<file path="src/rtl/debug_pkg.sv">
// Shared definitions for the debug trace capture block.
// Record width depends on DBG_TRACE_TIMESTAMP_EN (timestamp prepended when defined).
package debug_pkg;

    localparam int TS_W = 16;

    typedef enum logic [1:0] {
        ST_IDLE  = 2'd0,
        ST_ARMED = 2'd1,
        ST_POST  = 2'd2,
        ST_DONE  = 2'd3
    } trace_state_t;

    function automatic int rec_width(input int ch_w, input int frame_w);
`ifdef DBG_TRACE_TIMESTAMP_EN
        return TS_W + ch_w + frame_w;
`else
        return ch_w + frame_w;
`endif
    endfunction

endpackage

</file>
<file path="src/rtl/trace_ring_buffer.sv">
// Circular record store: overwrite-oldest push, registered pop, synchronous clear.
module trace_ring_buffer #(
    parameter int DEPTH = 8,
    parameter int REC_W = 11,
    parameter int CNT_W = 4
) (
    input  logic             clk,
    input  logic             rst,
    input  logic             clear,
    input  logic             push,
    input  logic [REC_W-1:0] push_data,
    input  logic             pop,
    output logic [REC_W-1:0] rd_data,
    output logic [CNT_W-1:0] count
);

    localparam int PTR_W = $clog2(DEPTH);
    localparam logic [CNT_W-1:0] FULL = CNT_W'(DEPTH);

    logic [REC_W-1:0] mem [DEPTH];
    logic [PTR_W-1:0] wr_ptr_reg;
    logic [PTR_W-1:0] rd_ptr_reg;
    logic [CNT_W-1:0] count_reg;
    logic [REC_W-1:0] rd_data_reg;

    always_ff @(posedge clk) begin
        if (push && !clear) begin
            mem[wr_ptr_reg] <= push_data;
        end
    end

    // Pointers wrap naturally because DEPTH is a power of two.
    always_ff @(posedge clk or negedge rst) begin
        if (!rst) begin
            wr_ptr_reg  <= '0;
            rd_ptr_reg  <= '0;
            count_reg   <= '0;
            rd_data_reg <= '0;
        end else if (clear) begin
            wr_ptr_reg <= '0;
            rd_ptr_reg <= '0;
            count_reg  <= '0;
        end else if (push) begin
            wr_ptr_reg <= wr_ptr_reg + 1'b1;
            if (count_reg == FULL) begin
                rd_ptr_reg <= rd_ptr_reg + 1'b1;
            end else begin
                count_reg <= count_reg + 1'b1;
            end
        end else if (pop && (count_reg != '0)) begin
            rd_data_reg <= mem[rd_ptr_reg];
            rd_ptr_reg  <= rd_ptr_reg + 1'b1;
            count_reg   <= count_reg - 1'b1;
        end
    end

    assign rd_data = rd_data_reg;
    assign count   = count_reg;

endmodule

</file>
<file path="src/rtl/debug_trace_capture.sv">
// Live debug tap plus trigger-armed trace buffer of {channel, frame} records.
// Define DBG_TRACE_TIMESTAMP_EN to prepend a 16-bit cycle timestamp to each record.
module debug_trace_capture
    import debug_pkg::*;
#(
    parameter int FRAME_W = 9,
    parameter int DATA_W  = 4,
    parameter int CH_W    = 2,
    parameter int DEPTH   = 8,
    parameter int CNT_W   = $clog2(DEPTH + 1),
    localparam int REC_W  = rec_width(CH_W, FRAME_W)
) (
    input  logic               clk,
    input  logic               rst,
    input  logic               debug,
    input  logic               frame_valid,
    input  logic [FRAME_W-1:0] frame,
    input  logic               data_out_valid,
    input  logic [DATA_W-1:0]  data_out,
    input  logic [CH_W-1:0]    channel,
    input  logic               arm,
    input  logic [FRAME_W-1:0] trig_mask,
    input  logic [FRAME_W-1:0] trig_value,
    input  logic [CNT_W-1:0]   post_cnt,
    input  logic               rd_en,
    output logic [FRAME_W-1:0] debug_frame,
    output logic [DATA_W-1:0]  debug_reg,
    output logic [CH_W-1:0]    debug_ch,
    output logic [1:0]         trace_state,
    output logic [CNT_W-1:0]   count,
    output logic [REC_W-1:0]   rd_data,
    output logic               rd_valid
);

    trace_state_t       state_reg, state_next;
    logic [CNT_W-1:0]   remaining_reg, remaining_next;
    logic [FRAME_W-1:0] frame_reg;
    logic [DATA_W-1:0]  reg_reg;
    logic [CH_W-1:0]    ch_reg;
    logic               rd_valid_reg;
    logic               buf_clear, buf_push, buf_pop;
    logic [CNT_W-1:0]   buf_count;
    logic [REC_W-1:0]   push_rec;
    logic               trig_hit;

    assign trig_hit = ((frame ^ trig_value) & trig_mask) == '0;

`ifdef DBG_TRACE_TIMESTAMP_EN
    logic [TS_W-1:0] ts_reg;

    always_ff @(posedge clk or negedge rst) begin
        if (!rst) begin
            ts_reg <= '0;
        end else if (!debug || arm) begin
            ts_reg <= '0;
        end else begin
            ts_reg <= ts_reg + 1'b1;
        end
    end

    assign push_rec = {ts_reg, channel, frame};
`else
    assign push_rec = {channel, frame};
`endif

    always_comb begin
        state_next     = state_reg;
        remaining_next = remaining_reg;
        buf_clear      = 1'b0;
        buf_push       = 1'b0;
        buf_pop        = 1'b0;
        if (!debug) begin
            state_next     = ST_IDLE;
            remaining_next = '0;
            buf_clear      = 1'b1;
        end else if (arm) begin
            state_next = ST_ARMED;
            buf_clear  = 1'b1;
        end else begin
            case (state_reg)
                ST_ARMED: begin
                    if (frame_valid) begin
                        buf_push = 1'b1;
                        if (trig_hit) begin
                            if (post_cnt == '0) begin
                                state_next = ST_DONE;
                            end else begin
                                remaining_next = post_cnt;
                                state_next     = ST_POST;
                            end
                        end
                    end
                end
                ST_POST: begin
                    if (frame_valid) begin
                        buf_push       = 1'b1;
                        remaining_next = remaining_reg - 1'b1;
                        if (remaining_reg == CNT_W'(1)) begin
                            state_next = ST_DONE;
                        end
                    end
                end
                ST_DONE: begin
                    buf_pop = rd_en && (buf_count != '0);
                end
                default: ;
            endcase
        end
    end

    always_ff @(posedge clk or negedge rst) begin
        if (!rst) begin
            state_reg     <= ST_IDLE;
            remaining_reg <= '0;
            frame_reg     <= '0;
            reg_reg       <= '0;
            ch_reg        <= '0;
            rd_valid_reg  <= 1'b0;
        end else begin
            state_reg     <= state_next;
            remaining_reg <= remaining_next;
            rd_valid_reg  <= buf_pop;
            if (!debug) begin
                frame_reg <= '0;
                reg_reg   <= '0;
                ch_reg    <= '0;
            end else begin
                if (frame_valid) begin
                    frame_reg <= frame;
                end
                if (data_out_valid) begin
                    reg_reg <= data_out;
                end
                ch_reg <= channel;
            end
        end
    end

    trace_ring_buffer #(
        .DEPTH (DEPTH),
        .REC_W (REC_W),
        .CNT_W (CNT_W)
    ) u_ring (
        .clk       (clk),
        .rst       (rst),
        .clear     (buf_clear),
        .push      (buf_push),
        .push_data (push_rec),
        .pop       (buf_pop),
        .rd_data   (rd_data),
        .count     (buf_count)
    );

    assign debug_frame = frame_reg;
    assign debug_reg   = reg_reg;
    assign debug_ch    = ch_reg;
    assign trace_state = state_reg;
    assign count       = buf_count;
    assign rd_valid    = rd_valid_reg;

endmodule

</file>
<file path="config.mk">
export PLATFORM = sky130hd
export DESIGN_NAME = debug_trace_capture
export DESIGN_NICKNAME = d
export VERILOG_FILES = /design/src/rtl/debug_pkg.sv /design/src/rtl/trace_ring_buffer.sv /design/src/rtl/debug_trace_capture.sv
export SDC_FILE = /design/constraint.sdc
export NUM_CORES = 1
export LEC_CHECK = 0
export CAP_MARGIN = 20
export CORE_UTILIZATION = 49
export DETAILED_ROUTE_END_ITERATION = 7
export PLACE_DENSITY_LB_ADDON = 0.08
export SYNTH_ARGS = -nofsm -noshare
export SYNTH_HDL_FRONTEND = slang
export SYNTH_SLANG_ARGS = --single-unit
</file>
<file path="constraint.sdc">
create_clock -name clk -period 2.7 [get_ports clk]
set_input_delay 0.405 -clock clk [delete_from_list [all_inputs] [get_ports clk]]
set_output_delay 0.405 -clock clk [all_outputs]
set_load 0.02 [all_outputs]
</file>
==> metrics.txt, run 1 <==
CTS Buf Count=17; total of warnings raised by yosys=0; Critical path destination=u_ring.count[3]; LEAKAGE=2.715 nW; initial cell density of the core=between 50 and 60%; initial antenna violation count=0; Final Routed Wirelength=between 10000 and 15000 um; layout filler cell count=roughly 770; cell count after synthesis=352; area delta synth->final=31.72%; GRT Util Overall=21.62%; final-report hold violation count=0; critical path data required time=around 3.1 ns; DRC Markers=0; Reg-to-Reg End=u_ring.count[3]; async set or reset register ratio after synthesis=between 30% and 40%; Critical Path AT=2.92 ns; Synth Cell Area=roughly 5500 um^2; number of flip-flops in the largest register=between 80 and 90; H-tree depth=4; fraction of post-synthesis cell area in the top cell type by area=a little under half; number of enable-type register cells in the synthesized netlist=88; TritonCTS clock tree=done; most common cell after layout, fill and taps aside=sky130_fd_sc_hd__edfxtp_1; number of cells on the worst reg-to-reg path=11; vias per inst=~5.4; Nets=520; placeable core region=10890 um^2; part of the Yosys area used for sequential elements=67.48%; class of the tightest hold or removal check=input pin to async pin; worst setup skew after layout=approximately 0.014 ns; most used flip-flop cell after synthesis=sky130_fd_sc_hd__edfxtp_1; vias=around 3300; Crit Path Max Fanout=5; weighted congestion reported at the end of routability-driven placement=approximately 0.76; Layout Cells excl Fill=about 620; commonest non-fill, non-tap cells in the layout=sky130_fd_sc_hd__edfxtp_1, sky130_fd_sc_hd__clkdlybuf4s50_1, sky130_fd_sc_hd__nor2_1; setup TNS after final layout=0 ns; instance area after placement=6640 um^2; number of detailed-route iterations in the first pass=4; unrepaired setup endpoints after global routing=false; violation count after the first detailed-routing iteration=approximately 140; origin of the critical flop-to-flop path=trace_state[0]; Root Driver=sky130_fd_sc_hd__clkbuf_8; Setup Crit Path Kind=flip-flop to flip-flop; sink count of the clock tree=between 100 and 150; pin count of the biggest net entering global routing=25; multi-input combinational cell area=1700 um^2; cell types with the largest area share after synthesis=sky130_fd_sc_hd__edfxtp_1, sky130_fd_sc_hd__dfrtp_1, sky130_fd_sc_hd__mux4_2; Final Cell Area=between 7000 and 8000 um^2; overall die width=between 100 and 150 um; number of unique standard cell types used by synthesis=43; number of cells upsized or downsized after cts=0; Max-Slew Margin vs Limit=between 40% and 50%; post-layout minimum cycle time=between 2 and 2.5 ns; transition at the pin with the smallest max-transition slack=roughly 0.86 ns; final routed wire length divided by cell count=~18 um; cell row count=38; residual antenna-violating net count after detailed routing=0; largest area contributor in the synthesized netlist=sky130_fd_sc_hd__edfxtp_1; placed cell count=approximately 600; Setup WS pre-CTS=~0.22 ns; antenna cell count=0; Port-buffer cells=76; Peak Freq=about 400 MHz; setup slack of the critical path after layout=roughly 0.21 ns; average cell area after synthesis=15.65 um^2; critical path startpoint category=flip-flop; number of ports placed on the die boundary=77; outcome=complete, no violations; estimated wirelength of the detail-placed design=approximately 7700 um; Die Y=108.0 um; vias in the first global route=roughly 3300; register area=around 3700 um^2; first-pass GRT wire length=17850 um; number of max-slew violations in the final report=0; Skew-Pair Late Insertion Delay=around 0.52 ns; setup slack on the worst flop-to-flop path=0.21 ns; total of endpoints with negative setup slack in the final report=0; overall die area=approximately 12000 um^2; count of maximum capacitance violations=0; critical path endpoint category=flip-flop; maximum vdd drop=0.5019 mV; Reg clk slew, reported paths=0.06 ns; crit share post-route=92.05%; pwr dens=683.1 nW/um^2; Post-Synthesis Net Count=~400; ratio of cells with drive above 1 in the final layout=roughly a fifth; launching element of the worst setup path=trace_state[0]; aggregate global routing overflow=0; number of setup buffers added after CTS=0; hold slack=approximately 0.40 ns; number of buffers on the longest clock path=2; flop and latch count out of synthesis=~130
[how the worst min path moves through the flow]
stage          startpoint                end  slack, ns  cells after the start
3_5_place_dp          rst    u_ring.count[0]       0.40                      2
3_3_place_gp          rst           rd_valid       0.40                      2
2_1_floorplan         rst        debug_ch[0]       0.11                      0
6_report              rst  u_ring.rd_data[9]       0.40                      3
4_1_cts               rst    u_ring.count[0]       0.40                      3
5_1_grt               rst           rd_valid       0.41                      3
[where the power goes]
part	internal [mW]	total [mW]	switching, mW
registers	2.19	2.22	0.0277
clock network	1.50	2.32	0.818
logic	0.211	0.426	0.215
[worst max-delay path, cell delays in order, from the launching register on]
cell                       delay (ns)
sky130_fd_sc_hd__dfrtp_1         0.42
sky130_fd_sc_hd__inv_1           0.07
sky130_fd_sc_hd__ha_1            0.33
sky130_fd_sc_hd__nand2b_1        0.22
sky130_fd_sc_hd__nor2_1          0.16
sky130_fd_sc_hd__inv_1           0.08
sky130_fd_sc_hd__ha_1            0.27
sky130_fd_sc_hd__a21o_1          0.15
sky130_fd_sc_hd__a21oi_1         0.16
sky130_fd_sc_hd__xnor2_1         0.10
sky130_fd_sc_hd__or3_1           0.31
sky130_fd_sc_hd__a21oi_1         0.14
[cell families (layout without fill, tap and decap cells)]
| logic type | after synthesis | count (layout) | share of synthesized area (%) |
|---|---|---|---|
| adders and majority gates | 10 | 10 | 2.407 |
| and+or+nand+nor | 83 | 83 | 7.266 |
| DFF | 131 | 131 | 67.48 |
| AOI/OAI and AO/OA | 37 | 37 | 4.292 |
| buffers and inverters | 24 | 151 | 1.748 |
| muxes | 51 | 51 | 14.26 |
| xor gates and xnor gates | 16 | 16 | 2.543 |
[routing by layer]
layer	share of wire [%]	wire (um)	GRT usage, %
met4	0.82	93	5.871
met3	6.8	775	7.294
met1	44	4972	29.12
met5	0	0	0
met2	48	5478	33.67
[cell type report]
type / instances / share of cell area [%]
Clock inverter: 13 / 2.569
Tap cell: 140 / 2.413
Timing Repair Buffer: 109 / 14.03
Multi-Input combinational cell: 197 / 23.43
Sequential cell: 131 / 51.23
Clock buffer: 19 / 5.809
Inverter: 10 / 0.5172
[synth_stat cells, drive strengths merged, types with 4 or more instances]
library cell / count
nor2: 45
nor2b: 4
a21oi: 20
buf: 8
clkbuf: 6
nand2: 6
xor2: 11
ha: 9
dfrtp: 43
mux2i: 29
nand3: 4
nand2b: 4
edfxtp: 88
inv: 10
nor3: 4
mux4: 22
xnor2: 5
[what timing repair did]
action	in CTS	in global routing
setup endpoints to repair	0	0
endpoints found under the hold margin	43	0
hold buffers	1	0
[per-stage QoR]
step	total power, mW	utilization [%]
finish	4.958	66.66
global route	5.160	66.66
CTS	5.010	66.66
detailed placement	2.682	60.99
global placement	2.672	60.99
floorplan	2.455	-
Note: power is estimated with default switching activity, not from simulation.
==> run 2, diff against run 1 <==
--- a/config.mk
+++ b/config.mk
@@ -8,4 +8,5 @@
 export CAP_MARGIN = 20
 export CORE_UTILIZATION = 49
+export CTS_CLUSTER_DIAMETER = 120
 export DETAILED_ROUTE_END_ITERATION = 7
 export PLACE_DENSITY_LB_ADDON = 0.08
==> constraint.sdc (replaced) <==
create_clock -name clk -period 2.7 [get_ports clk]
set_input_delay 0.405 -clock clk [delete_from_list [all_inputs] [get_ports clk]]
set_output_delay 0.405 -clock clk [all_outputs]
set_load 0.01 [all_outputs]
==> results of run 2 <==
Same layout as run 1 (identical final DEF). Status: complete, no violations.
Main changes from that run: total power 4.958 mW -> 4.932 mW
